$ cat src/rtl/pipeline_stall_controller.sv
// Stall/flush sequencer for the 5-stage pipeline: merges load-use, mul/div occupancy,
// branch-taken and jump into pipeline-register enables/flushes, with saturating perf counters.
module pipeline_stall_controller #(
  parameter int unsigned MD_LATENCY = 4,
  parameter int unsigned CNT_W      = 3,
  parameter int unsigned PERF_W     = 16
) (
  input  logic              clk_i,
  input  logic              rst_n,
  input  logic              load_use_i,
  input  logic              md_issue_i,
  input  logic              branch_taken_i,
  input  logic              jump_i,
  output logic              PC_Write,
  output logic              IF_ID_write,
  output logic              IF_ID_flush,
  output logic              ID_EX_write,
  output logic              ID_EX_flush,
  output logic              EX_MEM_bubble,
  output logic              md_busy_o,
  output logic              md_done_o,
  output logic [PERF_W-1:0] stall_cnt_o,
  output logic [PERF_W-1:0] flush_cnt_o
);

  typedef enum logic {RUN, MD_WAIT} state_t;

  // Counter preload; a single-cycle mul/div never enters MD_WAIT, so its value is unused.
  localparam logic [CNT_W-1:0] MD_INIT = (MD_LATENCY > 1) ? CNT_W'(MD_LATENCY - 2) : '0;

  state_t             r_state;
  state_t             w_next_state;
  logic [CNT_W-1:0]   r_md_cnt;
  logic [CNT_W-1:0]   w_md_cnt_next;
  logic [PERF_W-1:0]  r_stall_cnt;
  logic [PERF_W-1:0]  r_flush_cnt;
  logic               w_md_start;

  always_ff @(posedge clk_i or negedge rst_n) begin
    if (!rst_n) begin
      r_state  <= RUN;
      r_md_cnt <= '0;
    end else begin
      r_state  <= w_next_state;
      r_md_cnt <= w_md_cnt_next;
    end
  end

  assign w_md_start = (r_state == RUN) && !branch_taken_i && !load_use_i && md_issue_i
                      && (MD_LATENCY > 1);

  always_comb begin
    w_next_state  = r_state;
    w_md_cnt_next = r_md_cnt;
    case (r_state)
      RUN: begin
        if (w_md_start) begin
          w_next_state  = MD_WAIT;
          w_md_cnt_next = MD_INIT;
        end
      end
      MD_WAIT: begin
        if (r_md_cnt == '0) begin
          w_next_state = RUN;
        end else begin
          w_md_cnt_next = r_md_cnt - CNT_W'(1);
        end
      end
      default: w_next_state = RUN;
    endcase
  end

  always_comb begin
    PC_Write      = 1'b1;
    IF_ID_write   = 1'b1;
    IF_ID_flush   = 1'b0;
    ID_EX_write   = 1'b1;
    ID_EX_flush   = 1'b0;
    EX_MEM_bubble = 1'b0;
    md_busy_o     = 1'b0;
    md_done_o     = 1'b0;
    case (r_state)
      RUN: begin
        if (branch_taken_i) begin
          IF_ID_flush = 1'b1;
          ID_EX_flush = 1'b1;
        end else if (load_use_i) begin
          PC_Write    = 1'b0;
          IF_ID_write = 1'b0;
          ID_EX_flush = 1'b1;
        end else if (!md_issue_i && jump_i) begin
          IF_ID_flush = 1'b1;
        end
      end
      MD_WAIT: begin
        PC_Write      = 1'b0;
        IF_ID_write   = 1'b0;
        ID_EX_write   = 1'b0;
        EX_MEM_bubble = 1'b1;
        md_busy_o     = 1'b1;
        md_done_o     = (r_md_cnt == '0);
      end
      default: ;
    endcase
  end

  always_ff @(posedge clk_i or negedge rst_n) begin
    if (!rst_n) begin
      r_stall_cnt <= '0;
      r_flush_cnt <= '0;
    end else begin
      if (!PC_Write && (r_stall_cnt != '1)) begin
        r_stall_cnt <= r_stall_cnt + PERF_W'(1);
      end
      if (IF_ID_flush && (r_flush_cnt != '1)) begin
        r_flush_cnt <= r_flush_cnt + PERF_W'(1);
      end
    end
  end

  assign stall_cnt_o = r_stall_cnt;
  assign flush_cnt_o = r_flush_cnt;

endmodule

$ cat config.mk
export PLATFORM = sky130hd
export DESIGN_NAME = pipeline_stall_controller
export DESIGN_NICKNAME = d
export VERILOG_FILES = /design/src/rtl/pipeline_stall_controller.sv
export SDC_FILE = /design/constraint.sdc
export NUM_CORES = 1
export LEC_CHECK = 0
export ABC_AREA = 1
export BUFFER_PORTS_ARGS = -buffer_cell sky130_fd_sc_hd__buf_4
export CORE_AREA = 2 2 75 77
export DETAILED_ROUTE_END_ITERATION = 7
export DIE_AREA = 0 0 77 79
export PLACE_DENSITY = 0.69
export SLEW_MARGIN = 20
export SYNTH_ARGS = -nofsm -noshare
export SYNTH_HDL_FRONTEND = slang
export SYNTH_SLANG_ARGS = --single-unit
export TNS_END_PERCENT = 30
$ cat constraint.sdc
create_clock -name clk_i -period 1.8 [get_ports clk_i]
set_input_delay 0.36 -clock clk_i [delete_from_list [all_inputs] [get_ports clk_i]]
set_output_delay 0.36 -clock clk_i [all_outputs]
set_load 0.01 [all_outputs]
[Word level (Yosys, flattened, before mapping)]
Index checks and enable logic that the tools add are counted.
Word-level totals
  register bits after elaboration: 36
  input port bits: 6
Operators by class
  add/subtract/negate cells: 3
  equal/unequal tests: 4
  multiplexer cells: 19
  bitwise operators: 1
  reductions and logical operators: 12
Operator list (count)
  adder 16 x 1 -> 16 bit (second input constant): 2
  inequality test 16 bit (second input constant): 2
  two-way mux 1 bit: 14
  logical AND 1 bit: 6
  two-way mux 3 bit: 2
  case mux 3 bit (2 select lines): 1
  zero test 1 bit: 4
  inequality test 2 bit (second input constant): 2
  case mux 1 bit (2 select lines): 2
  zero test 3 bit: 1
  subtractor 3 x 1 -> 3 bit (second input constant): 1
  AND reduction 2 bit: 1
  inverter 1 bit: 1

[Depth between registers and ports, before layout]
Gate-level depths: netlist of run 1.
  depth after elaboration: 7
  mapped depth: 9

[Worst setup path after synthesis of run 1]
Ideal clock, no wire load.
  path type: reg2reg
  from: reg r_stall_cnt[1] (netlist: stall_cnt_o[1])
  to: reg r_stall_cnt[14] (netlist: stall_cnt_o[14])
  library setup time: 0.117 ns
  arrival time: 1.337 ns
  required time: 1.683 ns
  setup slack: 0.346 ns
  cell stages (with the launch flop): 10
  buffers on the path: 1
  clock period less this slack: 1.454 ns
  cell sequence: dfrtp_1 ha_1 nand3_2 inv_2 nand2_1 nor2_1 nor2_2 buf_6 nand2_1 nand2_1
Between the ends
  longest elaborated chain between the ends: 2
Ends and longest elaborated chain
  from (decl): line 35  | logic [PERF_W-1:0] r_stall_cnt;
  from (signal assigned): line 113  | r_stall_cnt <= r_stall_cnt + PERF_W'(1);
  branches (longest 2 deep; another with adder 16 x 1 -> 16 bit)
Several ways; the timed one is not identified.
A chain may end at the register's enable or synchronous reset.

[Final worst setup path of run 1]
  from: reg r_md_cnt[0]
  to: out md_done_o
Between the ends
  longest elaborated chain between the ends: 2
Ends and longest elaborated chain
  from (decl): line 33  | logic [CNT_W-1:0] r_md_cnt;
  from (signal assigned): line 45  | r_md_cnt <= w_md_cnt_next;
  zero test 3 bit: line 101  | md_done_o = (r_md_cnt == '0);
  two-way mux 1 bit: line 82  | case (r_state)
  to (decl): line 21  | output logic md_done_o,
No other way between the ends.

==> results by group, run 1 <==
Floorplan
  • Die footprint: 6080 um^2
  • Row count: 27
  • Die X: 77 um
  • # IOs: 46
  • Core outline area: 5340 um^2
  • Die Height: 79 um
  • Starting Density: 41.6%

Pwr
  • Worst IR drop on VDD: 656 uV
  • Total power: 2.94 mW
  • Pleak: 1.38 nW
  • PwrDens: 1070 nW/um^2

Clocking
  • Cts hold-fix bufs: 0
  • Setup bufs post-CTS: 0
  • # H-tree levels: 2
  • Root Driver: clkbuf_8
  • Maximum clock insertion buffer count: 2
  • CTS buffer count: 5
  • Worst-skew pair later-pin latency: 0.29 ns
  • Post-CTS sizing: 0
  • Clk sinks: 36
  • Worst-path clk slew: 0.08 ns
  • CTS tree: built

Synthesis
  • Fraction of the mapped netlist area in simple logic gates: 41.3%
  • XOR/XNOR Fraction of Synth Area: 3.55%
  • Yosys top cell by area: dfrtp_1
  • Synth Net Count: 329
  • Synthesized cell area: 2220 um^2
  • Count of different cell masters after synthesis: 25
  • Main synth FF type: dfrtp_1
  • Post-synthesis adder-cell area fraction: 2.26%
  • Main combinational cell family by area after synthesis: simple AND/OR/NAND/NOR gates
  • Syn Inst Count: 319
  • Synthesized area per cell: 6.95 um^2
  • Post-synthesis compound-gate area fraction: 4.96%
  • Yosys top cell area share: 40.6%
  • Post-synth top cells: 140 x nand2_1, 37 x nor2_1, 36 x dfrtp_1
  • Post-synth EDFFs: 0
  • Top-count cell post-synth: nand2_1
  • Synth area leaders: dfrtp_1 41%, nand2_1 24%, nor2_1 6.3%, inv_1 4.7%, xor2_1 3.2%
  • Post-synthesis mux area share: 0%
  • #FFs+latches synth: 36
  • FFs w/ async S/R, synth: 100%
  • Sequential area share after synthesis: 40.6%
  • Ys Warns: 0

Global route
  • Initial antenna violation count: 0
  • GR Overflow Total: 0
  • Largest net degree at the start of global routing: 37
  • First-pass GRT wire length: 8490 um
  • Vias in the first global route: 1943
  • GRT Total Usage: 17.3%

Routing
  • Final ANT Viol Nets: 0
  • WL/cell: 11.4 um
  • Residual DRC: 0
  • Final wirelength: 5100 um
  • Via count: 2141
  • Initial DRC count: 78
  • DRT Pass-1 Iters: 4
  • DR vias/cell: 4.80

Timing
  • Max transition margin: 69.5%
  • Fmax: 0.609 GHz
  • Final Setup Violations: 0
  • RSZ-0062 raised after global routing: no
  • Worst-Margin Slew: 0.457 ns
  • Tmin final: 1.64 ns
  • Fin crit share: 91.2%
  • Final Max Slew Viols: 0
  • Clk_skew: 0.00926 ns
  • Endpoints failing hold: 0
  • Setup TNS: 0 ns

Setup path
  • Crit path depth: 6
  • Setup crit end: md_done_o
  • CP Data Arrival Time: 1.28 ns
  • R2R cell count: 9
  • WP buf/inv: 3
  • R2R Path Start: stall_cnt_o[0]
  • Worst-path cell chain: inv_1 -> ha_1 -> ha_1 -> nand2_1 -> inv_1 -> buf_4
  • Crit path capture type: output port
  • Delay-heaviest family, CP: adder cells
  • Critical path class: flip-flop to output port
  • Crit path max fanout: 3
  • Reg2reg setup slack: 0.17 ns
  • Data required, critical path: 1.44 ns
  • R2r endpoint: stall_cnt_o[10]
  • Worst setup path start: r_md_cnt[0]
  • Crit-path max cell delay: 0.32 ns
  • Crit start category: flip-flop
  • Slowest CP cell: dfrtp_1

Layout
  • Share of cells above drive strength 1: 20.9%
  • Area added between synthesis and finish: 23.9%
  • Final #Nets: 383
  • Cell Count, Final, Fillers Out: 446
  • Diode count: 0
  • Fillcell total: 552

Placed design
  • DP HPWL: 3780 um
  • Placed insts: 437
  • Port Buffers: 45
  • GP Congestion: 0.852

Flow run
  • Max-Cap Viols: 0

Hold path
  • Worst hold path class: input pin to asynchronous set/reset pin

Run status
  • Status: finished, final reports clean
[cell type report]
type                            instances  area, um^2  area share [%]
Clock buffer                            7        86.3            3.14
Timing Repair Buffer                   51         383            13.9
Inverter                               33         124            4.51
Sequential cell                        36         901            32.8
Multi-Input combinational cell        246        1160            42.1
Clock inverter                          1        7.51           0.273
Tap cell                               72        90.1            3.28
[layout by cell type, fill, tap and decap left out, drive strengths merged]
cell type	netlist	layout
clkinvlp	0	1
nand4	8	8
buf	4	51
nor3	1	1
nand2	144	144
ha	4	4
a21oi	4	4
or2	1	1
nand3	14	14
xor2	8	8
dfrtp	36	36
inv	33	33
o21ai	13	13
nand3b	4	4
nor2	43	43
clkbuf	0	7
o22ai	1	1
xnor2	1	1
[registers in the layout, indices dropped and copies added (netlist names)]
| signal | cells |
|---|---|
| r_md_cnt | 3 |
| r_state | 1 |
| stall_cnt_o | 16 |
| flush_cnt_o | 16 |
[worst min path at each step]
stage	cells after the start	endpoint
6_report	1	flush_cnt_o[0]
3_5_place_dp	1	flush_cnt_o[3]
2_1_floorplan	0	flush_cnt_o[0]
4_1_cts	1	flush_cnt_o[3]
5_1_grt	1	flush_cnt_o[3]
3_3_place_gp	1	flush_cnt_o[3]
[per-layer routing]
metal | vias up | track usage (%) | wire length [um]
li1 | 1095 | - | -
met1 | 992 | 21.7 | 2400
met2 | 49 | 30.9 | 2470
met3 | 5 | 2.73 | 192
met4 | 0 | 4.82 | 34
met5 | - | 0 | 0
[through the flow]
stage	cell area, um^2	utilization, %	setup slack (ns)	hold slack, ns
finish	2750	51.5	0.158	0.0171
global route	2750	51.5	0.0435	0.0486
CTS	2740	51.3	0.0548	0.0296
detailed placement	2650	49.6	0.201	0.345
global placement	2650	49.6	0.221	0.350
floorplan	2220	-	0.346	0.0644
[where the power goes]
part | internal, mW | total [mW] | switching (mW)
clock network | 0.311 | 0.607 | 0.295
registers | 0.992 | 1.22 | 0.229
logic | 0.516 | 1.12 | 0.600
total | 1.82 | 2.94 | 1.12
[logic make-up after synthesis]
group | after synthesis
adders and majority gates | 4
DFF | 36
buffers and inverters | 37
AOI/OAI and AO/OA | 18
and+or+nand+nor | 215
xor gates and xnor gates | 9
Power figures use the tool's default switching activity.
==> run 2, diff against run 1 <==
clock period = 1.6 ns   (was 1.8 ns; I/O delays follow)
==> results by group, run 2 (synthesis results as in run 1) <==
Layout
  • Area added between synthesis and finish: 29.3%
  • Post-route cell area: 2870 um^2 (+4.4%)
  • Final #Nets: 391 (+2.1%)
  • Share of cells above drive strength 1: 25.7% (+4.8 points)
  • Diode count: 0 (unchanged)
  • Commonest non-fill, non-tap cells in the layout: 139 x nand2_1, 58 x buf_4, 34 x nor2_1, 34 x dfrtp_1, 25 x inv_1
  • Footprint of the multi-input gates: 1200 um^2 (+3.7%)
  • Register area: 903 um^2 (+0.28%)
  • Fillcell total: 540 (-2.2%)
  • Commonest non-fill, non-tap cell in the layout: nand2_1

Global route
  • First-pass GRT wire length: 8930 um (+5.1%)
  • Vias in the first global route: 2066 (+6.3%)
  • Largest net degree at the start of global routing: 37 (unchanged)
  • GR Overflow Total: 0 (unchanged)
  • GRT Total Usage: 18.3% (+1.0 points)
  • Initial antenna violation count: 0 (unchanged)

Setup path
  • Crit start category: flip-flop
  • Crit path capture type: output port
  • Crit path max fanout: 2 (-1)
  • Data required, critical path: 1.28 ns (-0.16 ns)
  • R2R Path Start: flush_cnt_o[0]
  • R2r endpoint: flush_cnt_o[2]
  • Critical path class: flip-flop to output port
  • CP Data Arrival Time: 1.23 ns (-0.05 ns)
  • R2R cell count: 9 (unchanged)
  • Reg2reg setup slack: 0.17 ns (about the same)

Routing
  • Residual DRC: 0 (unchanged)
  • DRT Pass-1 Iters: 4 (unchanged)
  • Via count: 2207 (+3.1%)
  • Final wirelength: 5250 um (+2.8%)
  • WL/cell: 11.6 um (+1.0%)
  • Initial DRC count: 59 (-24%)
  • DR vias/cell: 4.86 (+1.3%)
  • Final ANT Viol Nets: 0 (unchanged)

Timing
  • Fin crit share: 97.1%
  • Fmax: 0.643 GHz
  • Max transition margin: 70.4% (+0.88 points)
  • Worst-Margin Slew: 0.444 ns (-0.0133 ns)
  • Final Setup Violations: 0 (unchanged)
  • Clk_skew: 0.00503 ns (-0.00423 ns)
  • Tmin final: 1.55 ns
  • RSZ-0062 raised after global routing: yes
  • Min Hold Slack: 0.401 ns (+0.384 ns)
  • Fin worst setup slack: 0.0459 ns (-0.112 ns)
  • Final Max Slew Viols: 0 (unchanged)
  • Endpoints failing hold: 0 (unchanged)
  • Setup TNS: 0 ns (unchanged)

Hold path
  • Hold Crit Depth: 3
  • Worst Hold End: r_state
  • Hold Path Origin: md_issue_i
  • Worst hold path class: input pin to flip-flop

Flow run
  • Max-Cap Viols: 0 (unchanged)

Clocking
  • # H-tree levels: 2 (unchanged)
  • Clk sinks: 36 (unchanged)
  • Setup bufs post-CTS: 0 (unchanged)
  • CTS buffer count: 5 (unchanged)
  • Worst-skew pair later-pin latency: 0.29 ns (about the same)
  • Maximum clock insertion buffer count: 2 (unchanged)
  • Root Driver: clkbuf_8
  • CTS tree: built
  • Worst-path clk slew: 0.07 ns (about the same)

Floorplan
  • Core outline area: 5340 um^2 (unchanged)
  • Die X: 77 um (unchanged)
  • Starting Density: 41.6% (unchanged)
  • Die Height: 79 um (unchanged)
  • Row count: 27 (unchanged)
  • # IOs: 46 (unchanged)
  • Die footprint: 6080 um^2 (unchanged)

Placed design
  • Dpl ws: 0.123 ns (-0.0777 ns)
  • DP HPWL: 3950 um (+4.5%)
  • Port Buffers: 45 (unchanged)
  • DP Area: 2710 um^2 (+2.3%)
  • GP Congestion: 0.853 (+0.15%)

Run status
  • Status: finished, final reports clean

Pwr
  • Pleak: 1.43 nW (+3.1%)
  • Worst IR drop on VDD: 621 uV (-5.3%)
  • PwrDens: 1240 nW/um^2 (+16%)
[run 2: changes by cell type in the layout (fill, tap and decap cells not counted), sizes merged]
cell	delta
clkinvlp	-1
clkinv	+1
clkbuf	-1
buf	+7
bufinv	+1
dlygate4sd3	+1
[run 2: routing by layer]
metal  GRT usage (%)  share of wire (%)  vias to the layer above
li1                -                  -                     1110
met5               0                  0                        -
met3            3.75                5.3                        9
met2            31.1                 50                       58
met1            22.9                 43                     1030
met4            7.32                1.5                        0
[run 2: critical path: stages, from the launching register on]
cell and delay (ns):
dfrtp_1 0.36, inv_2 0.05, ha_4 0.16, ha_4 0.15
nand2_2 0.06, inv_2 0.03, buf_4 0.13
[run 2: how the worst max path moves through the flow]
stage                      end           start  depth (start not counted)
2_1_floorplan  stall_cnt_o[14]  stall_cnt_o[1]                          9
3_3_place_gp    flush_cnt_o[4]  flush_cnt_o[0]                          8
3_5_place_dp   flush_cnt_o[15]  flush_cnt_o[8]                          7
4_1_cts              md_done_o     r_md_cnt[1]                          6
5_1_grt              md_done_o     r_md_cnt[1]                          6
6_report             md_done_o     r_md_cnt[1]                          6
[run 2: repair_timing]
action / CTS / global route
gates cloned: 0 / 0
endpoints found under the hold margin: 36 / 0
gates resized for setup: 5 / 11
pin swaps: 0 / 1
endpoints found under the setup margin: 1 / 12
hold buffers: 1 / 0
[run 2: final cells by class]
cell class | count | share of cell area, %
multi-input combinational | 246 | 41.8
sequential | 36 | 31.5
timing repair buffer | 59 | 15.5
inverter | 33 | 4.32
tap | 72 | 3.14
clock buffer | 6 | 2.53
clock inverter | 2 | 1.22
[run 2: stage by stage]
step,util [%],total power [mW],cells
floorplan,-,2.07,319
global placement,50.7,2.67,445
detailed placement,50.7,2.70,445
CTS,53.4,3.57,454
global route,53.8,3.81,454
finish,53.8,3.55,454
[run 2: where the power goes]
| group | internal (mW) | total [mW] | switching [mW] |
|---|---|---|---|
| combinational | 0.666 | 1.41 | 0.740 |
| clock | 0.462 | 0.790 | 0.327 |
| sequential | 1.12 | 1.36 | 0.236 |
| total | 2.25 | 3.55 | 1.30 |
